`config.mk`:
```
export PLATFORM = sky130hd
export DESIGN_NAME = seg_scan_decoder
export DESIGN_NICKNAME = d
export VERILOG_FILES = /design/src/rtl/seg_scan_decoder.sv
export SDC_FILE = /design/constraint.sdc
export NUM_CORES = 1
export LEC_CHECK = 0
export ABC_AREA = 1
export BUFFER_PORTS_ARGS = -buffer_cell sky130_fd_sc_hd__buf_2
export CAP_MARGIN = 25
export CELL_PAD_IN_SITES_DETAIL_PLACEMENT = 1
export CELL_PAD_IN_SITES_GLOBAL_PLACEMENT = 1
export CORE_UTILIZATION = 40
export CTS_BUF_LIST = sky130_fd_sc_hd__clkbuf_16
export DETAILED_ROUTE_END_ITERATION = 8
export PLACE_DENSITY_LB_ADDON = 0.1
export REMOVE_ABC_BUFFERS = 1
export SYNTH_ARGS = -nofsm -noshare
export SYNTH_HDL_FRONTEND = slang
export SYNTH_SLANG_ARGS = --single-unit
```
`constraint.sdc`:
```
create_clock -name clk -period 3.5 [get_ports clk]
set_clock_uncertainty 0.15 [all_clocks]
set_input_delay 0.7 -clock clk [delete_from_list [all_inputs] [get_ports clk]]
set_output_delay 0.7 -clock clk [all_outputs]
set_load 0.005 [all_outputs]
```
`src/rtl/seg_scan_decoder.sv`:
```
// seg_scan_decoder: receive side of a multiplexed 4-digit, active-low an/seg display bus.
// It samples the scan bus and rebuilds the nibble, decimal point and glyph kind of each
// digit. When all four digits have been captured it publishes them as one atomic frame.
//
// Optional feature: define SEG_SCAN_ERR_CNT_EN to build the saturating error counter.
// Without it, err_cnt is tied to zero and no counter logic is built.
//
// Lock state machine:
//   state        | meaning
//   ST_UNLOCKED  | no frame completed since reset or since the last timeout
//   ST_LOCKED    | a frame has completed and digits have kept arriving in time

module seg_scan_decoder #(
    parameter int STABLE_CYCLES  = 16,
    parameter int TIMEOUT_CYCLES = 1048576
) (
    input  logic        clk,
    input  logic        rst,
    input  logic [3:0]  an,
    input  logic [7:0]  seg,
    output logic [15:0] digits,
    output logic [3:0]  dp,
    output logic [7:0]  kind,
    output logic        frame_valid,
    output logic        locked,
    output logic [7:0]  err_cnt
);

    localparam int SW = $clog2(STABLE_CYCLES + 1);
    localparam int TW = $clog2(TIMEOUT_CYCLES);

    localparam logic [SW-1:0] STABLE_SAT = SW'(STABLE_CYCLES);
    localparam logic [SW-1:0] STABLE_ACC = SW'(STABLE_CYCLES - 1);
    localparam logic [TW-1:0] TO_SAT     = TW'(TIMEOUT_CYCLES - 1);
    localparam logic [TW-1:0] TO_PRE     = TW'(TIMEOUT_CYCLES - 2);

    localparam logic [1:0] KIND_HEX   = 2'b00;
    localparam logic [1:0] KIND_BLANK = 2'b01;
    localparam logic [1:0] KIND_MINUS = 2'b10;
    localparam logic [1:0] KIND_BAD   = 2'b11;

    typedef enum logic {
        ST_UNLOCKED = 1'b0,
        ST_LOCKED   = 1'b1
    } lock_state_t;

    // Maps an active-low gfedcba pattern to {kind, nibble}.
    function automatic logic [5:0] seg_decode(input logic [6:0] s);
        logic [5:0] r;
        case (s)
            7'h40:   r = {KIND_HEX, 4'h0};
            7'h79:   r = {KIND_HEX, 4'h1};
            7'h24:   r = {KIND_HEX, 4'h2};
            7'h30:   r = {KIND_HEX, 4'h3};
            7'h19:   r = {KIND_HEX, 4'h4};
            7'h12:   r = {KIND_HEX, 4'h5};
            7'h02:   r = {KIND_HEX, 4'h6};
            7'h78:   r = {KIND_HEX, 4'h7};
            7'h00:   r = {KIND_HEX, 4'h8};
            7'h10:   r = {KIND_HEX, 4'h9};
            7'h08:   r = {KIND_HEX, 4'hA};
            7'h03:   r = {KIND_HEX, 4'hB};
            7'h46:   r = {KIND_HEX, 4'hC};
            7'h21:   r = {KIND_HEX, 4'hD};
            7'h06:   r = {KIND_HEX, 4'hE};
            7'h0E:   r = {KIND_HEX, 4'hF};
            7'h7F:   r = {KIND_BLANK, 4'h0};
            7'h3F:   r = {KIND_MINUS, 4'h0};
            default: r = {KIND_BAD, 4'h0};
        endcase
        return r;
    endfunction

    // Input sample stage and the previous sample, used for stability detection.
    logic [3:0]    an_s_q,  an_s_d;
    logic [7:0]    seg_s_q, seg_s_d;
    logic [3:0]    an_p_q,  an_p_d;
    logic [7:0]    seg_p_q, seg_p_d;

    logic [SW-1:0] stab_cnt_q, stab_cnt_d;
    logic [TW-1:0] to_cnt_q,   to_cnt_d;
    logic [3:0]    seen_q,     seen_d;

    logic [15:0]   sh_digits_q, sh_digits_d;
    logic [3:0]    sh_dp_q,     sh_dp_d;
    logic [7:0]    sh_kind_q,   sh_kind_d;

    logic [15:0]   digits_q,  digits_d;
    logic [3:0]    dp_q,      dp_d;
    logic [7:0]    kind_q,    kind_d;
    logic          frame_valid_q, frame_valid_d;

    lock_state_t   state_q, state_d;

    logic          bus_same;
    logic          hold_done;
    logic          an_onehot;
    logic [3:0]    digit_sel;
    logic          accept;
    logic [5:0]    dec;
    logic [3:0]    seen_next;

    // The held value lives in the *_p stage once the counter has seen it repeat.
    always_comb begin
        an_s_d    = an;
        seg_s_d   = seg;
        an_p_d    = an_s_q;
        seg_p_d   = seg_s_q;
        bus_same  = ({an_s_q, seg_s_q} == {an_p_q, seg_p_q});
        hold_done = (stab_cnt_q == STABLE_ACC);
        if (!bus_same) begin
            stab_cnt_d = '0;
        end else if (stab_cnt_q != STABLE_SAT) begin
            stab_cnt_d = stab_cnt_q + 1'b1;
        end else begin
            stab_cnt_d = stab_cnt_q;
        end
    end

    // Digit select from the held anode pattern; only single-low patterns qualify.
    always_comb begin
        digit_sel = 4'b0000;
        an_onehot = 1'b0;
        case (an_p_q)
            4'b1110: begin digit_sel = 4'b0001; an_onehot = 1'b1; end
            4'b1101: begin digit_sel = 4'b0010; an_onehot = 1'b1; end
            4'b1011: begin digit_sel = 4'b0100; an_onehot = 1'b1; end
            4'b0111: begin digit_sel = 4'b1000; an_onehot = 1'b1; end
            default: begin digit_sel = 4'b0000; an_onehot = 1'b0; end
        endcase
        accept = hold_done && an_onehot;
        dec    = seg_decode(seg_p_q[6:0]);
    end

    // Shadow capture, frame publication, timeout and lock state.
    always_comb begin
        sh_digits_d   = sh_digits_q;
        sh_dp_d       = sh_dp_q;
        sh_kind_d     = sh_kind_q;
        digits_d      = digits_q;
        dp_d          = dp_q;
        kind_d        = kind_q;
        seen_d        = seen_q;
        state_d       = state_q;
        frame_valid_d = 1'b0;
        seen_next     = seen_q | digit_sel;

        if (accept) begin
            to_cnt_d = '0;
        end else if (to_cnt_q != TO_SAT) begin
            to_cnt_d = to_cnt_q + 1'b1;
        end else begin
            to_cnt_d = to_cnt_q;
        end

        if (accept) begin
            for (int i = 0; i < 4; i++) begin
                if (digit_sel[i]) begin
                    sh_digits_d[4*i +: 4] = dec[3:0];
                    sh_kind_d[2*i +: 2]   = dec[5:4];
                    sh_dp_d[i]            = ~seg_p_q[7];
                end
            end
            if (seen_next == 4'hF) begin
                // Publish straight from the updated shadow so the frame lands one cycle after the accept.
                digits_d      = sh_digits_d;
                dp_d          = sh_dp_d;
                kind_d        = sh_kind_d;
                frame_valid_d = 1'b1;
                state_d       = ST_LOCKED;
                seen_d        = 4'b0000;
            end else begin
                seen_d = seen_next;
            end
        end else if (to_cnt_q == TO_PRE) begin
            // Counter is about to reach its terminal value: drop lock, keep last frame.
            seen_d  = 4'b0000;
            state_d = ST_UNLOCKED;
        end
    end

    // State registers.
    always_ff @(posedge clk or posedge rst) begin
        if (rst) begin
            an_s_q        <= 4'hF;
            seg_s_q       <= 8'hFF;
            an_p_q        <= 4'hF;
            seg_p_q       <= 8'hFF;
            stab_cnt_q    <= '0;
            to_cnt_q      <= '0;
            seen_q        <= 4'b0000;
            sh_digits_q   <= 16'h0000;
            sh_dp_q       <= 4'b0000;
            sh_kind_q     <= 8'h00;
            digits_q      <= 16'h0000;
            dp_q          <= 4'b0000;
            kind_q        <= 8'h00;
            frame_valid_q <= 1'b0;
            state_q       <= ST_UNLOCKED;
        end else begin
            an_s_q        <= an_s_d;
            seg_s_q       <= seg_s_d;
            an_p_q        <= an_p_d;
            seg_p_q       <= seg_p_d;
            stab_cnt_q    <= stab_cnt_d;
            to_cnt_q      <= to_cnt_d;
            seen_q        <= seen_d;
            sh_digits_q   <= sh_digits_d;
            sh_dp_q       <= sh_dp_d;
            sh_kind_q     <= sh_kind_d;
            digits_q      <= digits_d;
            dp_q          <= dp_d;
            kind_q        <= kind_d;
            frame_valid_q <= frame_valid_d;
            state_q       <= state_d;
        end
    end

`ifdef SEG_SCAN_ERR_CNT_EN
    logic [7:0] err_cnt_q, err_cnt_d;
    logic       multi_hold;
    logic       bad_accept;

    // Count stable ghost (multi-anode) holds and accepted undecodable glyphs, saturating.
    always_comb begin
        multi_hold = hold_done && (an_p_q != 4'hF) && !an_onehot;
        bad_accept = accept && (dec[5:4] == KIND_BAD);
        err_cnt_d  = err_cnt_q;
        if ((multi_hold || bad_accept) && (err_cnt_q != 8'hFF)) begin
            err_cnt_d = err_cnt_q + 8'd1;
        end
    end

    // Error counter register.
    always_ff @(posedge clk or posedge rst) begin
        if (rst) begin
            err_cnt_q <= 8'h00;
        end else begin
            err_cnt_q <= err_cnt_d;
        end
    end

    assign err_cnt = err_cnt_q;
`else
    assign err_cnt = 8'h00;
`endif

    assign digits      = digits_q;
    assign dp          = dp_q;
    assign kind        = kind_q;
    assign frame_valid = frame_valid_q;
    assign locked      = (state_q == ST_LOCKED);

endmodule

```
==> results of run 1 <==
## flip-flops by register name (all words and copies together), names as in the netlist, 5 cells and up
name	flops
digits	16
seg_p_d	8
kind	8
sh_kind_q	8
sh_digits_q	16
stab_cnt_q	5
seg_p_q	8
to_cnt_q	20
## power breakdown
group          switching [mW]  leakage, nW  internal [mW]
clock network           0.492        0.169          0.704
registers              0.0172         1.45           1.31
logic                  0.0687         1.59         0.0287
total                   0.578         3.21           2.04
## cells by family after synthesis
kind of cell | share of synthesized area [%]
muxes | 0.7434
xor gates and xnor gates | 2.927
buffers and inverters | 7.015
AOI/OAI and AO/OA | 4.623
adders and majority gates | 1.161
DFF | 52.13
and+or+nand+nor | 31.34
other | 0.06962
## area by class of cell
| type | count | area [sq um] | share of cell area, % |
|---|---|---|---|
| Multi-Input combinational cell | 459 | 2227 | 36.78 |
| Clock buffer | 9 | 225.2 | 3.719 |
| Tap cell | 176 | 220.2 | 3.636 |
| Timing Repair Buffer | 46 | 250.2 | 4.132 |
| Sequential cell | 111 | 2808 | 46.36 |
| Clock inverter | 7 | 118.9 | 1.963 |
| Inverter | 53 | 206.4 | 3.409 |
## layout by cell type (no fill, tap or decap), types with 2 or more instances in the layout
cell type  count
inv_6          2
nor3_1         9
or2_2         22
buf_4          2
nand3b_1       2
dfrtp_1       87
o21ai_1       12
inv_1         48
a21oi_1        7
ha_1           5
bufinv_16      3
clkbuf_16      9
o21ai_0       17
xor2_1        15
nand3_1       81
nand2_1      191
nand2_2        4
clkinv_1       3
a31oi_1        7
mux2i_1        4
xnor2_1        3
o21ai_2        2
dfstp_2       24
nand4_1        9
nor2_1        50
buf_2         43
nor2_2         2
conb_1         8
nor3b_1        3
## final timing paths
check                            from         end  slack, ns  cells after the start
setup / recovery            an_p_q[0]   seen_q[1]       0.92                      9
max in group asynchronous         rst   an_p_q[0]       2.14                      3
min in group asynchronous         rst   digits[9]       0.24                      2
hold / removal             seg_p_d[0]  seg_p_q[0]       0.22                      0
hold reg to reg            seg_p_d[0]  seg_p_q[0]       0.22                      0
setup reg to reg            an_p_q[0]   seen_q[1]       0.92                      9
## routing by layer
| layer | global-route usage [%] | routed length [um] | vias to the layer above |
|---|---|---|---|
| li1 | - | - | 2113 |
| met1 | 25.31 | 6060 | 2134 |
| met2 | 34.01 | 6484 | 49 |
| met3 | 3.634 | 301 | 15 |
| met4 | 7.372 | 221 | 0 |
| met5 | 0 | 0 | - |
## synthesized netlist by cell type
cell type	n
clkinv_1	2
nor2_1	50
o21ai_2	2
nand4_1	9
nor4_1	1
buf_4	10
xor2_1	15
a31oi_1	7
clkbuf_1	2
inv_1	49
o21ai_0	17
xnor2_1	3
nor3_1	9
nor2_2	2
nand4_4	1
nand2_1	191
nand3b_1	2
and2_1	1
dfrtp_1	87
nor2_8	1
a21oi_1	7
buf_2	7
nand3_1	81
dfstp_2	24
or2_2	22
nor3b_1	3
nand2_2	4
ha_1	5
o21ai_1	12
nor3_2	1
inv_6	1
mux2i_1	4
a22oi_1	1
buf_6	5
conb_1	1
inv_2	1
## through the flow
step	hold WS, ns	setup WS [ns]
6_report	0.2226	0.9180
2_1_floorplan	0.2079	-0.2409
3_3_place_gp	0.2106	1.019
5_1_grt	0.2285	0.7330
3_5_place_dp	0.2135	0.9236
4_1_cts	0.2245	0.9065
==> metrics.txt, run 1 <==
outcome=finished clean; synth-to-layout area growth=12.43%; vias in the first global route=4489; Total Routing Usage GR=20.00%; Cell variety after synth=36; TNS Setup=0 ns; via/cell ratio=5.007; CP required=3.64 ns; WS Path Type=register to register; antenna cell count=0; Die Ht=118.0 um; Final Hold Violating Endpoints=0; maximum clock frequency=0.3873 GHz; Post-Place Cells=845; largest cells by area after synthesis=dfrtp_1 40%, nand2_1 13%, dfstp_2 12%, nand3_1 7.5%, nor2_1 3.5%; leakage=3.208 nW; Mapped Area=5386 sq um; synthesized instance count=640; Critical Path, Cell by Cell=nand2_1, inv_1, nand3_1, nand4_1, nand2_2, inv_1, buf_4, nand3_1, nand2_1; clk slew on worst S/H paths=0.07 ns; Design Area, Final=6056 sq um; IR drop worst, VDD=0.0002245 V; die area=13930 sq um; grt ovf=0; DR WL/cell=15.18 um; initial antenna violation count=0; Yosys reg bits=111; Worst EP arrival=2.72 ns; Cell Pwr Density=432.4 nW/um^2; Initial Utilization=40.84%; final setup fails=0; Routed WL=13070 um; CTS root buf=clkbuf_16; CP Capture Type=register; Layout Nets=699; Max transition margin=61.59%; RSZ-0062 raised after global routing=no; drt drc=0; Synth warnings=0; WP buf/inv=3; slowest CP cell=dfstp_2; fillers=1624; vias=4311; post-cts resize count=0; postcts setup bufs=0; CP max stage delay=0.57 ns; CP Launch Type=register; min cycle time layout=2.582 ns; Top Family by Delay on Critical Path=simple AND/OR/NAND/NOR gates; top-area cell type share of the netlist area=40.42%; final core utilization=45.91%; Max Cap Viol=0; Worst-Margin Slew=0.5761 ns; worst hold-check path type=register to register; share of cells above drive strength 1=17.66%; Placeable Area=13190 sq um; clk sinks=111; largest buffer count on any clock path=2; Post-DP Area=5712 sq um; syn avg cell area=8.416 sq um; Hold Buf Count CTS=0; largest net degree at the start of global routing=68; Pwr Total=2.619 mW; final std cells w/o fill=861; die width=118.0 um; Seq/Total Area, Yosys=52.13%; DP Wirelength=9400 um; port bufs=43; worst-skew pair later-pin latency=0.36 ns; cell taking the most area after synthesis=dfrtp_1; Slew Viols, Final=0; drt pass-1 iters=4; total CTS buffers=9; crit path max fanout=24; first-pass GRT wire length=22000 um; post-route ant nets=0; DR iter-0 viols=181; Final period util=73.77%; CTS H-tree depth=3; # IOs=52; CTS tree=yes; placer congestion estimate=0.8596; Rows=42
Power figures use the tool's default switching activity.
==> run 2, diff against run 1 <==
Clock period 3.5 ns to 2.1 ns, I/O delays scaled along.
==> metrics.txt, run 2 (synthesis gave the netlist of run 1 again) <==
clock share of power=45.4% (-0.3 points); Rows=42 (unchanged); Layout Nets=746 (+6.7%); Die Ht=118.0 um (unchanged); Comb power frac=4.8% (+1.1 points); Worst EP arrival=2.20 ns (-0.52 ns); TNS Setup=0 ns (unchanged); maximum clock frequency=0.4901 GHz (+27%); vias=4563 (+5.8%); Total Routing Usage GR=21.81% (+1.8 points); max FFs per register=20 (unchanged); placer congestion estimate=0.8679 (+0.97%); largest buffer count on any clock path=2 (unchanged); clk sinks=111 (unchanged); DP Wirelength=10080 um (+7.3%); die width=118.0 um (unchanged); CTS tree=yes; outcome=finished clean; synth-to-layout area growth=22.69%; CTS root buf=clkbuf_16; via/cell ratio=5.025 (+0.37%); # IOs=52 (unchanged); switch share=22.62% (+0.55 points); Post-DP Area=5932 sq um (+3.9%); worst hold-check path type=register to register; RSZ-0062 raised after global routing=yes; most frequent cells in the layout=185 x nand2_1, 87 x dfrtp_1, 74 x nand3_1; drt drc=0 (unchanged); CP Launch Type=register; post-route ant nets=0 (unchanged); Cell Pwr Density=670.7 nW/um^2 (+55%); vias in the first global route=4812 (+7.2%); CP required=2.26 ns (-1.38 ns); sequential power share=49.8% (-0.8 points); initial antenna violation count=0 (unchanged); share of cells above drive strength 1=24.45% (+6.8 points); most common cell after layout, fill and taps aside=nand2_1; leakage=3.419 nW (+6.6%); CP Capture Type=register; drt pass-1 iters=4 (unchanged); die area=13930 sq um (unchanged); Routed WL=14300 um (+9.4%); internal power=3.430 mW (+68%); Placeable Area=13190 sq um (unchanged); crit path max fanout=6 (-75%); Slew Viols, Final=0 (unchanged); min cycle time layout=2.041 ns (-0.5415 ns); antenna cell count=0 (unchanged); port bufs=43 (unchanged); worst-skew pair later-pin latency=0.36 ns (about the same); CTS H-tree depth=3 (unchanged); final setup fails=0 (unchanged); IR drop worst, VDD=0.0003681 V (+64%); clk slew on worst S/H paths=0.08 ns (about the same); Initial Utilization=40.84% (unchanged); largest net degree at the start of global routing=37 (-46%); Design Area, Final=6609 sq um (+9.1%); Final Hold Violating Endpoints=0 (unchanged); WS Path Type=register to register; grt ovf=0 (unchanged); Final period util=97.17% (+23 points); first-pass GRT wire length=24010 um (+9.2%); P_sw=1.002 mW (+73%); DR WL/cell=15.75 um (+3.8%); final core utilization=50.10% (+4.2 points); DR iter-0 viols=215 (+19%); total CTS buffers=9 (unchanged); Max Cap Viol=0 (unchanged); Most flops, register=to_cnt_q
-- run 2: cell count changes in the layout (fill, tap and decap cells not counted), moves of 3 or more --
| cell | delta |
|---|---|
| buf_12 | +3 |
| buf_4 | +24 |
| buf_6 | +3 |
| clkinvlp_4 | +4 |
| dlygate4sd3_1 | +13 |
| inv_1 | -4 |
| nand2_1 | -6 |
| nand2_2 | +5 |
| nand3_1 | -7 |
| nand3_2 | +7 |
| nor2_1 | -6 |
| nor2_2 | +6 |
-- run 2: final timing paths --
check	startpoint	end	slack, ns	cells after the start
worst max-delay path	an_p_q[0]	kind[4]	0.06	10
worst max register to register	an_p_q[0]	kind[4]	0.06	10
min in group asynchronous	rst	digits[10]	0.45	3
worst min-delay path	an_p_d[0]	an_p_q[0]	0.22	0
max in group asynchronous	rst	seg_p_d[2]	0.74	4
worst min register to register	an_p_d[0]	an_p_q[0]	0.22	0
-- run 2: what timing repair did --
action / CTS / global route
cloned: 0 / 2
hold buffers: 13 / 0
gates resized for setup: 1 / 32
endpoints found under the hold margin: 35 / 0
setup endpoints to repair: 1 / 43
pin swaps: 0 / 3
setup buffers: 0 / 6
-- run 2: worst max-delay path, cell delays in order, from the launching register on --
cell       delay [ns]
dfstp_2          0.57
nand2_1          0.07
inv_1            0.09
nand3_2          0.12
nand2_2          0.12
nand4_4          0.17
nor2_8           0.26
buf_6            0.15
clkbuf_16        0.14
nand3_1          0.08
nand2_1          0.06
-- run 2: area by class of cell --
class,instances,area [sq um]
tap,176,220.2
multi-input combinational,459,2297
timing repair inverter,1,8.758
fill,1599,6581
clock inverter,7,118.9
clock buffer,9,225.2
timing repair buffer,92,709.4
inverter,53,221.5
sequential,111,2808
-- run 2: power by group through the flow --
stage | sequential (mW) | combinational [mW] | clock (mW)
floorplan | 2.24 | 0.112 | 0
finish | 2.21 | 0.211 | 2.01
global placement | 2.25 | 0.180 | 0
CTS | 2.21 | 0.205 | 2.06
detailed placement | 2.25 | 0.186 | 0
global route | 2.21 | 0.239 | 2.14
-- run 2: through the flow --
| stage | setup slack (ns) | hold WS, ns | std cells | power (mW) |
|---|---|---|---|---|
| floorplan | -1.361 | 0.2079 | 623 | 2.351 |
| global placement | 0.1042 | 0.2110 | 871 | 2.426 |
| detailed placement | 0.04047 | 0.2158 | 871 | 2.435 |
| CTS | 0.01869 | 0.2272 | 900 | 4.468 |
| global route | -0.03835 | 0.2339 | 908 | 4.588 |
| finish | 0.05947 | 0.2246 | 908 | 4.433 |
-- run 2: metal layers --
metal / vias up / wire length (um) / global-route usage (%)
li1: 2217 / - / -
met1: 2256 / 6393 / 27.48
met2: 70 / 7174 / 37.43
met3: 20 / 447 / 3.634
met4: 0 / 284 / 8.093
met5: - / 0 / 0
==> run 3, diff against run 2 <==
Settings changed: CORE_ASPECT_RATIO set to 2, PLACE_DENSITY_LB_ADDON 0.1 to 0.3.
==> metrics.txt, run 3 (synthesis gave the netlist of run 1 again) <==
Max Cap Viol=0 (unchanged); DR iter-0 viols=215 (unchanged); worst hold-check path type=input port to register; clk sinks=111 (unchanged); Final Hold Violating Endpoints=0 (unchanged); outcome=finished with violations; # IOs=52 (unchanged); die width=84.06 um (-29%); Layout Nets=720 (-3.5%); Die Ht=166.1 um (+41%); grt ovf=0 (unchanged); Routed WL=13920 um (-2.7%); Placeable Area=13070 sq um (-0.94%); die area=13960 sq um (+0.20%); antenna cell count=0 (unchanged); Slew Viols, Final=0 (unchanged); vias in the first global route=4944 (+2.7%); largest buffer count on any clock path=2 (unchanged); R2R depth=10 (unchanged); clk slew on worst S/H paths=0.08 ns (about the same); Worst-Margin Slew=0.6098 ns; synth-to-layout area growth=15.80%; maximum clock frequency=0.4956 GHz (+1.1%); leakage=3.298 nW (-3.5%); total CTS buffers=9 (unchanged); drt pass-1 iters=8 (+4); most common cell after layout, fill and taps aside=nand2_1; CTS root buf=clkbuf_16; violated checks=DRC; Rows=59 (+40%); CTS H-tree depth=3 (unchanged); Initial Utilization=41.22% (+0.39 points); r2r setup slk=0.08 ns (+0.02 ns); Max transition margin=59.35%; fillers=1595 (-0.25%); post-route ant nets=0 (unchanged); CP Launch Type=register; via/cell ratio=5.209 (+3.6%); Total Routing Usage GR=21.71% (-0.095 points); CP Capture Type=register; placer congestion estimate=0.8899 (+2.5%); first-pass GRT wire length=23930 um (-0.35%); DP Wirelength=10460 um (+3.8%); Post-Place Cells=841 (-3.4%); Most flops, register=to_cnt_q; final setup fails=0 (unchanged); CP required=2.18 ns (-0.08 ns); max FFs per register=20 (unchanged); share of cells above drive strength 1=22.80% (-1.6 points); Critical Path End=to_cnt_q[1]; RR Endpoint=to_cnt_q[1]; Cell Pwr Density=657.1 nW/um^2 (-2.0%); vias=4469 (-2.1%); IR drop worst, VDD=0.0004103 V (+11%); most frequent cells in the layout=187 x nand2_1, 87 x dfrtp_1, 78 x nand3_1; crit path max fanout=8 (+2); final std cells w/o fill=858 (-5.5%); worst r2r src=stab_cnt_q[1]; WS Path Type=register to register; RSZ-0062 raised after global routing=yes; port bufs=43 (unchanged); Worst EP arrival=2.10 ns (-0.10 ns); Pwr Total=4.099 mW (-7.5%); worst-skew pair later-pin latency=0.35 ns (about the same); Min Hold Slack=0.01180 ns (-0.2128 ns); Crit. Startpoint=stab_cnt_q[1]; initial antenna violation count=0 (unchanged); min cycle time layout=2.018 ns (-0.02288 ns); drt drc=6 (+6); largest net degree at the start of global routing=112 (+200%); DR WL/cell=16.22 um (+3.0%); Final period util=96.08% (-1.1 points); CTS tree=yes; Hold Buf Count CTS=0 (-13)
## run 3: cell types whose count changed in the layout (fill, tap and decap cells not counted), moves of 3 or more
cell / delta
buf_4: -6
buf_6: -3
bufinv_16: -3
clkinvlp_4: -3
dlygate4sd3_1: -13
inv_1: +3
nand3_1: +4
nand3_2: -4
## run 3: cell type report
type | instances | area, sq um | area share (%)
tap | 152 | 190.2 | 3.049
multi-input combinational | 459 | 2292 | 36.75
clock buffer | 9 | 225.2 | 3.611
inverter | 53 | 210.2 | 3.370
clock inverter | 7 | 76.32 | 1.224
sequential | 111 | 2808 | 45.02
timing repair buffer | 67 | 435.4 | 6.981
## run 3: power breakdown
group          switching [mW]  internal, mW  total (mW)
logic                   0.121        0.0558       0.177
registers              0.0272          2.18        2.21
clock network           0.871         0.844        1.72
total                    1.02          3.08        4.10
## run 3: through the flow
step | setup WS (ns) | setup TNS [ns] | utilization (%) | cell area, sq um
2_1_floorplan | -1.361 | -149.72 | - | 5239
3_3_place_gp | 0.07511 | 0 | 44.73 | 5844
3_5_place_dp | 0.05260 | 0 | 44.73 | 5844
4_1_cts | 0.02765 | 0 | 47.07 | 6150
5_1_grt | -0.02618 | -0.1379 | 47.74 | 6237
6_report | 0.08236 | 0 | 47.74 | 6237
## run 3: metal layers
metal	up-vias	wire [um]	track usage (%)
met5	-	0	0
met4	0	432	9.370
met3	31	258	2.932
met2	69	8022	42.34
met1	2210	5203	22.47
li1	2159	-	-
## run 3: worst min-delay path by stage
stage	from	end	slack, ns	depth (start not counted)
after floorplan	seg_p_d[6]	seg_p_q[6]	0.21	0
after CTS	seg[4]	seg_p_d[4]	0.002	1
after global routing	seg[1]	seg_p_d[1]	0.0009	1
final	an[0]	an_p_d[0]	0.01	1
after global placement	seg_p_d[0]	seg_p_q[0]	0.21	0
after detailed placement	seg_p_d[5]	seg_p_q[5]	0.21	0
## run 3: repair_timing
action | CTS | global route
setup buffers | 0 | 1
pin swaps | 0 | 3
gates resized for setup | 1 | 23
hold endpoints to repair | 0 | 0
endpoints found under the setup margin | 1 | 64
## run 3: worst max-delay path, stage by stage (launching register included)
cell and delay [ns]:
dfrtp_1 0.38, ha_1 0.19, inv_1 0.07, nor3_1 0.15
ha_1 0.24, nand2_2 0.16, inv_1 0.18, buf_4 0.20
nor2_1 0.05, nand2_1 0.05, o21ai_0 0.08
